--- src/rtl/pc_pkg.sv ---
// Shared definitions for the PC sequencer slice.
//   - pcsrc encodings reported on o_pcsrc
//   - default reset / exception vectors (32-bit, resized by the users)
//   - instruction immediate field widths
package pc_pkg;

  localparam int IMM26_W = 26;
  localparam int IMM16_W = 16;

  localparam logic [1:0] PCSRC_SEQ  = 2'b00;  // pc + 4
  localparam logic [1:0] PCSRC_BR   = 2'b01;  // taken branch, jump or jr
  localparam logic [1:0] PCSRC_ERET = 2'b10;  // return to epc
  localparam logic [1:0] PCSRC_EXC  = 2'b11;  // exception vector

  localparam logic [31:0] DEF_RESET_VECTOR = 32'h0000_0000;
  localparam logic [31:0] DEF_EXC_VECTOR   = 32'h0000_0180;

endpackage

--- src/rtl/pc_trace_buf.sv ---
// Circular trace buffer of redirect source PCs.
//   clk, rst  : clock, synchronous active-high reset (clears pointer and count)
//   wr_en     : push wr_data as the newest entry
//   wr_data   : PC value to record
//   rd_idx    : read index, 0 = newest entry
//   rd_data   : entry at rd_idx, 0 when rd_idx >= count (combinational)
//   count     : number of valid entries, saturates at DEPTH
// Reads come straight from the registers, so a read in the same cycle as a
// write sees the contents from before that write.
module pc_trace_buf #(
  parameter int ADDR_W = 32,
  parameter int DEPTH  = 8
) (
  input  logic                       clk,
  input  logic                       rst,
  input  logic                       wr_en,
  input  logic [ADDR_W-1:0]          wr_data,
  input  logic [$clog2(DEPTH)-1:0]   rd_idx,
  output logic [ADDR_W-1:0]          rd_data,
  output logic [$clog2(DEPTH):0]     count
);

  localparam int IDX_W = $clog2(DEPTH);

  logic [ADDR_W-1:0] mem [DEPTH];
  logic [IDX_W-1:0]  wr_ptr;
  logic [IDX_W:0]    count_q;
  logic [IDX_W-1:0]  rd_ptr;

  always_ff @(posedge clk) begin
    if (rst) begin
      wr_ptr  <= '0;
      count_q <= '0;
    end else if (wr_en) begin
      wr_ptr <= wr_ptr + IDX_W'(1);
      if (count_q != (IDX_W+1)'(DEPTH))
        count_q <= count_q + (IDX_W+1)'(1);
    end
  end

  // Storage needs no reset: entries beyond count_q are never exposed.
  always_ff @(posedge clk) begin
    if (wr_en)
      mem[wr_ptr] <= wr_data;
  end

  // Newest entry sits just below the write pointer; DEPTH is a power of
  // two so the subtraction wraps around the ring for free.
  assign rd_ptr = wr_ptr - IDX_W'(1) - rd_idx;

  always_comb begin
    rd_data = '0;
    if ({1'b0, rd_idx} < count_q)
      rd_data = mem[rd_ptr];
  end

  assign count = count_q;

endmodule

--- src/rtl/pc_sequencer.sv ---
// Architectural PC register and next-PC selection for the unpipelined core.
// Optional feature macro: PC_TRACE_EN (redirect trace buffer).
// Ports:
//   i_clk, i_rst   : clock, synchronous active-high reset
//   i_stall        : hold PC (eret/exception still update)
//   i_imm          : 26-bit immediate (branch offset uses [15:0])
//   i_jump, i_jr   : J/JAL, JR/JALR
//   i_beq, i_bne   : branch decodes, i_zerof is the ALU zero flag
//   i_Rs           : jump-register target
//   i_eret         : exception return, i_exception : exception request
//   o_pc           : current PC (registered), o_pc_plus4 : o_pc + 4
//   o_epc          : exception PC, o_pcsrc : selected source this cycle
//   o_addr_err     : misaligned JR target this cycle
//   i_trace_idx, o_trace_pc, o_trace_cnt : trace read port (PC_TRACE_EN)
module pc_sequencer
  import pc_pkg::*;
#(
  parameter int                ADDR_W       = 32,
  parameter logic [ADDR_W-1:0] RESET_VECTOR = ADDR_W'(DEF_RESET_VECTOR),
  parameter logic [ADDR_W-1:0] EXC_VECTOR   = ADDR_W'(DEF_EXC_VECTOR),
  parameter int                TRACE_DEPTH  = 8
) (
  input  logic                           i_clk,
  input  logic                           i_rst,
  input  logic                           i_stall,
  input  logic [IMM26_W-1:0]             i_imm,
  input  logic                           i_jump,
  input  logic                           i_beq,
  input  logic                           i_bne,
  input  logic                           i_zerof,
  input  logic                           i_jr,
  input  logic [ADDR_W-1:0]              i_Rs,
  input  logic                           i_eret,
  input  logic                           i_exception,
  output logic [ADDR_W-1:0]              o_pc,
  output logic [ADDR_W-1:0]              o_pc_plus4,
  output logic [ADDR_W-1:0]              o_epc,
  output logic [1:0]                     o_pcsrc,
  output logic                           o_addr_err,
  input  logic [$clog2(TRACE_DEPTH)-1:0] i_trace_idx,
  output logic [ADDR_W-1:0]              o_trace_pc,
  output logic [$clog2(TRACE_DEPTH):0]   o_trace_cnt
);

  logic [ADDR_W-1:0]  pc_q;
  logic [ADDR_W-1:0]  epc_q;
  logic [ADDR_W-1:0]  pc_plus4;
  logic [ADDR_W-1:0]  br_off;
  logic [ADDR_W-1:0]  br_tgt;
  logic [ADDR_W-1:0]  jmp_tgt;
  logic [ADDR_W-1:0]  next_pc;
  logic [IMM16_W-1:0] imm16;
  logic [1:0]         pcsrc;
  logic               br_taken;
  logic               exc_take;
  logic               pc_upd;

  assign imm16    = i_imm[IMM16_W-1:0];
  assign pc_plus4 = pc_q + ADDR_W'(4);
  assign br_off   = {{(ADDR_W-IMM16_W-2){imm16[IMM16_W-1]}}, imm16, 2'b00};
  assign br_tgt   = pc_plus4 + br_off;
  assign jmp_tgt  = {pc_plus4[ADDR_W-1:28], i_imm, 2'b00};
  assign br_taken = (i_beq & i_zerof) | (i_bne & ~i_zerof);

  // A misaligned JR is turned into an exception, unless a higher-priority
  // eret or a real exception is already redirecting this cycle.
  assign o_addr_err = i_jr & (|i_Rs[1:0]) & ~i_eret & ~i_exception;

  // Eret outranks exception, so an exception alongside eret is dropped.
  assign exc_take = ~i_eret & (i_exception | o_addr_err);

  always_comb begin
    pcsrc   = PCSRC_SEQ;
    next_pc = pc_plus4;
    if (i_eret) begin
      pcsrc   = PCSRC_ERET;
      next_pc = epc_q;
    end else if (exc_take) begin
      pcsrc   = PCSRC_EXC;
      next_pc = EXC_VECTOR;
    end else if (i_jr) begin
      pcsrc   = PCSRC_BR;
      next_pc = i_Rs;
    end else if (i_jump) begin
      pcsrc   = PCSRC_BR;
      next_pc = jmp_tgt;
    end else if (br_taken) begin
      pcsrc   = PCSRC_BR;
      next_pc = br_tgt;
    end
  end

  // Stall only freezes the ordinary flow; eret/exception break through it.
  assign pc_upd = ~i_stall | i_eret | exc_take;

  always_ff @(posedge i_clk) begin
    if (i_rst) begin
      pc_q  <= RESET_VECTOR;
      epc_q <= '0;
    end else begin
      if (pc_upd)
        pc_q <= next_pc;
      if (exc_take)
        epc_q <= pc_q;
    end
  end

  assign o_pc       = pc_q;
  assign o_pc_plus4 = pc_plus4;
  assign o_epc      = epc_q;
  assign o_pcsrc    = pcsrc;

`ifdef PC_TRACE_EN
  logic trace_we;

  // Record the PC being left on every redirect that actually happens.
  assign trace_we = ~i_rst & pc_upd & (pcsrc != PCSRC_SEQ);

  pc_trace_buf #(
    .ADDR_W (ADDR_W),
    .DEPTH  (TRACE_DEPTH)
  ) u_trace (
    .clk     (i_clk),
    .rst     (i_rst),
    .wr_en   (trace_we),
    .wr_data (pc_q),
    .rd_idx  (i_trace_idx),
    .rd_data (o_trace_pc),
    .count   (o_trace_cnt)
  );
`else
  logic unused_trace_idx;

  assign unused_trace_idx = ^i_trace_idx;
  assign o_trace_pc       = '0;
  assign o_trace_cnt      = '0;
`endif

endmodule

--- config.mk ---
export PLATFORM = sky130hd
export DESIGN_NAME = pc_sequencer
export DESIGN_NICKNAME = d
export VERILOG_FILES = /design/src/rtl/pc_pkg.sv /design/src/rtl/pc_trace_buf.sv /design/src/rtl/pc_sequencer.sv
export SDC_FILE = /design/constraint.sdc
export NUM_CORES = 1
export LEC_CHECK = 0
export ABC_AREA = 1
export BUFFER_PORTS_ARGS = -buffer_cell sky130_fd_sc_hd__buf_4
export CELL_PAD_IN_SITES_DETAIL_PLACEMENT = 0
export CELL_PAD_IN_SITES_GLOBAL_PLACEMENT = 1
export CORE_AREA = 2 2 159 122
export DETAILED_ROUTE_END_ITERATION = 6
export DIE_AREA = 0 0 161 124
export GPL_TIMING_DRIVEN = 0
export PLACE_DENSITY = 0.93
export SLEW_MARGIN = 20
export SYNTH_ARGS = -nofsm -noshare
export SYNTH_HDL_FRONTEND = slang
export SYNTH_SLANG_ARGS = --single-unit
--- constraint.sdc ---
create_clock -name i_clk -period 5.1 [get_ports i_clk]
set_input_delay 0.765 -clock i_clk [delete_from_list [all_inputs] [get_ports i_clk]]
set_output_delay 0.765 -clock i_clk [all_outputs]
set_load 0.05 [all_outputs]
==> summary.md, run 1 <==
| Metric | Value |
|---|---|
| CTS root buf | clkbuf_16 |
| Max cap viols | 0 |
| Antenna diodes | 0 |
| Cell leakage power | 4.80 nW |
| Die ar. | 0.0200 mm2 |
| Worst path cell trace | ha_1 -> nand2_2 -> nor2_1 -> inv_1 -> nor2_2 -> xor2_1 -> inv_1 -> ha_1 -> nand2_1 -> nor2_1 -> a21oi_1 -> nand2_1 -> nand2_1 -> nand2_1 -> nand2_1 -> nand3_1 -> nand2_1 -> a21oi_1 -> nor2_1 |
| # DRC | 0 |
| Nets | 1515 |
| Measured slew at the worst slew-check pin | 0.824 ns |
| Drt pass-1 iters | 6 |
| Worst Reg-to-Reg Cells | 19 |
| Area delta synth->final | 29.0% |
| Commonest non-fill, non-tap cell in the layout | nand2_1 |
| Bufs on Longest Clock Path | 2 |
| Mapped Avg Cell Area | 5.75 um2 |
| Max-slew violations | 0 |
| Rel. slew slack | 0.451 |
| Rows | 43 |
| Sequential share of the synthesized area | 0.186 |
| Critical Path Start Type | flip-flop |
| Mapped Area | 0.00688 mm2 |
| CP delay by family, top | simple AND/OR/NAND/NOR gates |
| GRT Overall Usage | 0.280 |
| Wirelength, routed | around 28 mm |
| Distinct cells, synth | 50 |
| Worst vdd ir | 0.148 mV |
| WS Path Type | reg2reg |
| Final Hold Vio Count | 0 |
| Met3 wire length | between 3 and 4 mm |
| First-iteration detailed-routing DRC count | 828 |
| Crit. End Element | flip-flop |
| RSZ-0062 raised after global routing | false |
| Hold Slack | 0.477 ns |
| Hold Path End | o_pc[1]$_SDFFE_PP0P_ |
| First-pass GRT wire length | 42.5 mm |
| Required @ worst endpoint | ~5.3 ns |
| Layout cells sized above 1 | 0.196 |
| IO buf count | approximately 160 |
| Tightest Hold Check Type | reg2reg |
| Sink Count | 64 |
| Reg-to-Reg End | o_pc[23]$_SDFFE_PP0P_ |
| Htree depth | 3 |
| Number of buffers added for setup after CTS | 0 |
| WP buf/inv | 2 |
| Highest-count cells in the layout ignoring fill and taps | nand2_1, buf_4, inv_1, nor2_1, o21ai_0 |
| Most frequent CP cell | nand2_1 |
| M1 WL | 13.0 mm |
| Post-CTS Hold Buffers | 0 |
| Initial antenna violation count | 0 |
| Status | complete, no violations |
| Startpoint of the worst hold path | o_epc[1]$_SDFFE_PP0P_ |
| TritonCTS Buffers | 9 |
| DP HPWL | 23.7 mm |
| Global route total overflow | 0 |
| Crit path depth | 19 |
| TritonCTS clock tree | yes |
| Clock Skews | 0.00917 ns |
| Vias in the first global route | 7618 |
| Worst R2R Start | o_pc[3]$_SDFFE_PP0P_ |
| Die X-Extent | 161 um |
| Setup slack, reg-to-reg | 1.06 ns |
| Antenna Nets Post-Route | 0 |
| Synth warnings | 0 |
| Worst EP arrival | 4.27 ns |
| IO Count | 206 |
| Core box area | 0.0183 mm2 |
| Reg clk slew, reported paths | 0.06 ns |
| Clk_lat worst skew | 0.34 ns |
| Yosys reg bits | 64 |
| Wire length per cell | around 17 um |
| Syn Inst Count | 1197 |
| Endpoints failing setup | 0 |
| Final Cycle Share | 0.793 |
| Hold Crit Depth | 2 |
| Vias per Instance | 5.13 |
| Slowest-stage cell, CP | dfxtp_1 |
| GP Congestion | 0.994 |
| Die Ht | 124 um |
| Via count | around 8.5k |
| Cts repair resizes | 0 |
| Fmax | 0.247 GHz |
| Final Critical Period | 4.04 ns |
| Pin count of the biggest net entering global routing | 22 |
| Power density cells | 243 mW/mm2 |
| Worst stage delay on the critical path | 0.49 ns |
| DR top layer | met4 |
| Routed length on met2 | 11.2 mm |
| Final setup TNS | 0 ns |
| Initial Utilization | 0.376 |
| Max Fanout on Critical Path | 7 |
registers in the layout, indices dropped and copies added (netlist names):
signal	count
o_pc	32
o_epc	32
kinds of logic after synthesis:
kind of cell,Yosys count,share of synthesized area
xor gates and xnor gates,24,0.0327
buffers and inverters,245,0.157
DFF,64,0.186
other,1,0.000545
adders and majority gates,37,0.0684
and+or+nand+nor,617,0.389
AOI/OAI and AO/OA,209,0.166
report_power, final:
group	internal (W)	total, W	switching, W
sequential	0.000536	0.000584	0.0000478
clock	0.000438	0.000673	0.000235
combinational	0.000273	0.000899	0.000627
total	0.00125	0.00216	0.000909
worst min-delay path, stage by stage, from the launching register on:
cell and delay [ns]:
dfxtp_1 0.32, nand2_1 0.06, a21oi_1 0.05
worst max path at each step:
stage | startpoint | end
finish | o_pc[3]$_SDFFE_PP0P_ | o_pc[23]$_SDFFE_PP0P_
global placement | o_pc[3]$_SDFFE_PP0P_ | o_pc[23]$_SDFFE_PP0P_
CTS | o_pc[3]$_SDFFE_PP0P_ | o_pc[27]$_SDFFE_PP0P_
global route | o_pc[3]$_SDFFE_PP0P_ | o_pc[27]$_SDFFE_PP0P_
detailed placement | o_pc[3]$_SDFFE_PP0P_ | o_pc[23]$_SDFFE_PP0P_
floorplan | o_pc[2]$_SDFFE_PP0P_ | o_pc[30]$_SDFFE_PP0P_
cell type report:
class / count / area (um2)
clock buffer: 10 / 239
buffer: 77 / 447
sequential: 64 / 1280
timing repair buffer: 164 / 1230
clock inverter: 5 / 81.3
fill: 2014 / 9420
inverter: 168 / 631
tap: 247 / 309
multi-input combinational: 923 / 4650
synthesized netlist by cell type (all sizes together):
| master | instances | area (um2) |
|---|---|---|
| or2 | 5 | 31.3 |
| xor2 | 18 | 165 |
| nand3 | 71 | 365 |
| a21oi | 79 | 399 |
| nor3 | 16 | 139 |
| o221ai | 2 | 17.5 |
| inv | 167 | 627 |
| nand2 | 367 | 1420 |
| o21a | 1 | 7.51 |
| a31oi | 5 | 37.5 |
| ha | 36 | 450 |
| a22o | 1 | 8.76 |
| dfxtp | 64 | 1280 |
| buf | 47 | 333 |
| nand3b | 6 | 45.0 |
| nor2 | 134 | 551 |
| o22ai | 18 | 113 |
| fa | 1 | 20.0 |
| and3 | 1 | 6.26 |
| conb | 1 | 3.75 |
| clkbuf | 30 | 114 |
| a21o | 3 | 22.5 |
| clkinv | 1 | 3.75 |
| a221oi | 1 | 8.76 |
| nand4 | 10 | 62.6 |
| and2 | 5 | 33.8 |
| o21bai | 3 | 22.5 |
| o2111ai | 2 | 17.5 |
| o21ai | 88 | 444 |
| o211ai | 6 | 45.0 |
| xnor2 | 6 | 60.1 |
| nor4 | 2 | 27.5 |
routing by layer:
metal / global-route usage / vias to the layer above
met5: 0 / -
met4: 0.0642 / 0
met3: 0.0852 / 40
met2: 0.403 / 446
met1: 0.406 / 3839
li1: - / 4173
stage by stage:
stage / instances / utilization / setup WS [ns] / cell area (um2) / power, W
5_1_grt: 1658 / 0.485 / 0.855 / 8870 / 0.00225
3_3_place_gp: 1643 / 0.467 / 1.27 / 8550 / 0.00147
3_5_place_dp: 1643 / 0.467 / 1.28 / 8550 / 0.00148
6_report: 1658 / 0.485 / 1.06 / 8870 / 0.00216
4_1_cts: 1658 / 0.485 / 1.25 / 8870 / 0.00214
2_1_floorplan: 1232 / - / 1.25 / 7010 / 0.00120
No activity file was read; power rests on OpenSTA's default activity.
==> run 2, diff against run 1 <==
Settings changed: CORE_AREA 2 2 159 122 to 2 2 173 132, DIE_AREA 0 0 161 124 to 0 0 175 134, PLACE_DENSITY 0.93 to 0.85.
Clock period 5.1 ns to 3.45 ns, I/O delays scaled along.
==> summary.md, run 2 (synthesis gave the netlist of run 1 again) <==
| Metric | Value |
|---|---|
| Status | complete, no violations (unchanged) |
| TritonCTS Buffers | 9 (unchanged) |
| Area delta synth->final | 35.4% (was 29.0%) |
| Cell internal pwr | 0.00181 W (was 0.00125 W) |
| Clock Skews | 0.00970 ns (was 0.00917 ns) |
| Die ar. | 0.0235 mm2 (was 0.0200 mm2) |
| Wirelength, routed | 30.0 mm (was 28.3 mm) |
| Critical Path Start Type | flip-flop (unchanged) |
| Crit. End Element | flip-flop (unchanged) |
| Commonest non-fill, non-tap cell in the layout | nand2_1 (unchanged) |
| Die X-Extent | 175 um (was 161 um) |
| Rel. slew slack | 0.428 (was 0.451) |
| Fmax | 0.303 GHz (was 0.247 GHz) |
| Worst EP arrival | 3.56 ns (was 4.27 ns) |
| Pin count of the biggest net entering global routing | 22 (unchanged) |
| Max-slew violations | 0 (unchanged) |
| Rows | 47 (was 43) |
| Endpoints failing setup | 0 (unchanged) |
| WP buf/inv | 1 (was 2) |
| Via count | 8504 (was 8498) |
| DP HPWL | 25.1 mm (was 23.7 mm) |
| Highest-count cells in the layout ignoring fill and taps | nand2_1, buf_4, inv_1, nor2_1, o21ai_0 (unchanged) |
| Max cap viols | 0 (unchanged) |
| Power density cells | 342 mW/mm2 (was 243 mW/mm2) |
| Htree depth | 3 (unchanged) |
| Required @ worst endpoint | 3.71 ns (was 5.33 ns) |
| Slowest-stage cell, CP | dfxtp_1 (unchanged) |
| Bufs on Longest Clock Path | 2 (unchanged) |
| Sw power | 0.00138 W (was 0.000909 W) |
| Wire length per cell | 17.5 um (was 17.1 um) |
| Max Fanout on Critical Path | 6 (was 7) |
| Tightest Hold Check Type | in2reg (was reg2reg) |
| Vias in the first global route | 7655 (was 7618) |
| Initial antenna violation count | 0 (unchanged) |
| Sink Count | 64 (unchanged) |
| Worst path cell trace | nand2_2 -> inv_1 -> nand2_1 -> nor3_4 -> xor2_4 -> ha_1 -> nand2_1 -> nor2_1 -> nand2_1 -> nor2_1 -> nand2_1 -> nand4_1 -> nand3_1 -> nand2_1 -> nand2_1 -> a21oi_1 (was ha_1 -> nand2_2 -> nor2_1 -> inv_1 -> nor2_2 -> xor2_1 -> inv_1 -> ha_1 -> nand2_1 -> nor2_1 -> a21oi_1 -> nand2_1 -> nand2_1 -> nand2_1 -> nand2_1 -> nand3_1 -> nand2_1 -> a21oi_1 -> nor2_1) |
| CP delay by family, top | simple AND/OR/NAND/NOR gates (unchanged) |
| TritonCTS clock tree | yes (unchanged) |
| Switch share | 0.432 (was 0.422) |
| Worst vdd ir | 0.260 mV (was 0.148 mV) |
| IO buf count | 164 (unchanged) |
| Final Hold Vio Count | 0 (unchanged) |
| Die Ht | 134 um (was 124 um) |
| WS Path Type | reg2reg (unchanged) |
| Placement Setup Slack | -0.329 ns (was 1.28 ns) |
| Measured slew at the worst slew-check pin | 0.858 ns (was 0.824 ns) |
| Gate power share | 0.431 (was 0.417) |
| Seq pwr share | 0.272 (was 0.271) |
| Fill cells | 2393 (was 2014) |
| Vias per Instance | 4.95 (was 5.13) |
| Drt pass-1 iters | 6 (unchanged) |
| Final Cell Area | 0.00931 mm2 (was 0.00887 mm2) |
| # DRC | 0 (unchanged) |
| Reg clk slew, reported paths | 0.05 ns (was 0.06 ns) |
| Initial Utilization | 0.315 (was 0.376) |
| First-pass GRT wire length | 44.8 mm (was 42.5 mm) |
| Clk_lat worst skew | 0.34 ns (about the same) |
| Clk pwr share | 0.297 (was 0.312) |
| IO Count | 206 (unchanged) |
| Nets | 1525 (was 1515) |
| Final Critical Period | 3.30 ns (was 4.04 ns) |
| Global route total overflow | 0 (unchanged) |
| Placed inst area | 0.00867 mm2 (was 0.00855 mm2) |
| GP Congestion | 0.964 (was 0.994) |
| Post-CTS Hold Buffers | 0 (unchanged) |
| Worst stage delay on the critical path | 0.43 ns (was 0.49 ns) |
| CTS root buf | clkbuf_16 (unchanged) |
| Most frequent CP cell | nand2_1 (unchanged) |
| GRT Overall Usage | 0.250 (was 0.280) |
| Core box area | 0.0218 mm2 (was 0.0183 mm2) |
| Final Cycle Share | 0.956 (was 0.793) |
| First-iteration detailed-routing DRC count | 917 (was 828) |
| Antenna Nets Post-Route | 0 (unchanged) |
| PnR worst setup slack | 0.153 ns (was 1.06 ns) |
| Cell leakage power | 4.91 nW (was 4.80 nW) |
| Layout cells sized above 1 | 0.237 (was 0.196) |
-- run 2: changes by cell type in the layout (fill, tap and decap cells not counted), sizes merged --
cell,before,now
diode,0,1
clkbuf,40,41
clkinvlp,1,2
buf,211,221
bufinv,2,1
-- run 2: path summary, 6_finish.rpt --
| check | start | end | slack, ns | cells past startpoint |
|---|---|---|---|---|
| worst max-delay path | o_pc[5]$_SDFFE_PP0P_ | o_pc[24]$_SDFFE_PP0P_ | 0.15 | 16 |
| worst min-delay path | i_rst | o_pc[1]$_SDFFE_PP0P_ | 0.35 | 2 |
| worst max register to register | o_pc[5]$_SDFFE_PP0P_ | o_pc[24]$_SDFFE_PP0P_ | 0.15 | 16 |
| worst min register to register | o_epc[1]$_SDFFE_PP0P_ | o_pc[1]$_SDFFE_PP0P_ | 0.48 | 2 |
-- run 2: power groups by stage --
stage | combinational (W) | clock, W | sequential (W)
5_1_grt | 0.00148 | 0.000983 | 0.000875
6_report | 0.00137 | 0.000946 | 0.000867
4_1_cts | 0.00133 | 0.000946 | 0.000863
2_1_floorplan | 0.000749 | 0 | 0.00103
3_3_place_gp | 0.00132 | 0 | 0.000878
3_5_place_dp | 0.00133 | 0 | 0.000878
-- run 2: repair_timing --
item                                    4_1_cts  5_1_grt
resized for setup                             6       57
buffers inserted                              2        8
pin swaps                                     1       11
endpoints found under the setup margin       18       19
-- run 2: layout make-up --
cell class / instances / area, um2 / share of cell area
sequential: 64 / 1310 / 0.140
clock buffer: 11 / 253 / 0.0271
tap: 294 / 368 / 0.0395
timing repair buffer: 174 / 1310 / 0.140
inverter: 168 / 631 / 0.0677
antenna: 1 / 2.50 / 0.000269
multi-input combinational: 923 / 4940 / 0.531
buffer: 77 / 449 / 0.0482
clock inverter: 5 / 55.1 / 0.00591
-- run 2: stage by stage --
stage | total power [W] | setup TNS (ns) | hold WS (ns) | std cells | util
after CTS | 0.00314 | 0 | 0.346 | 1708 | 0.413
after global routing | 0.00334 | -0.0331 | 0.347 | 1716 | 0.427
after detailed placement | 0.00221 | -3.70 | 0.468 | 1690 | 0.398
after global placement | 0.00220 | -3.85 | 0.465 | 1690 | 0.398
final | 0.00319 | 0 | 0.350 | 1717 | 0.427
after floorplan | 0.00178 | 0 | 0.587 | 1232 | -
-- run 2: metal layers --
| metal | global-route usage | vias to the layer above | part of all wire |
|---|---|---|---|
| li1 | - | 4190 | - |
| met1 | 0.392 | 3837 | 0.48 |
| met2 | 0.353 | 459 | 0.40 |
| met3 | 0.0547 | 18 | 0.11 |
| met4 | 0.0301 | 0 | 0.0081 |
| met5 | 0 | - | 0 |
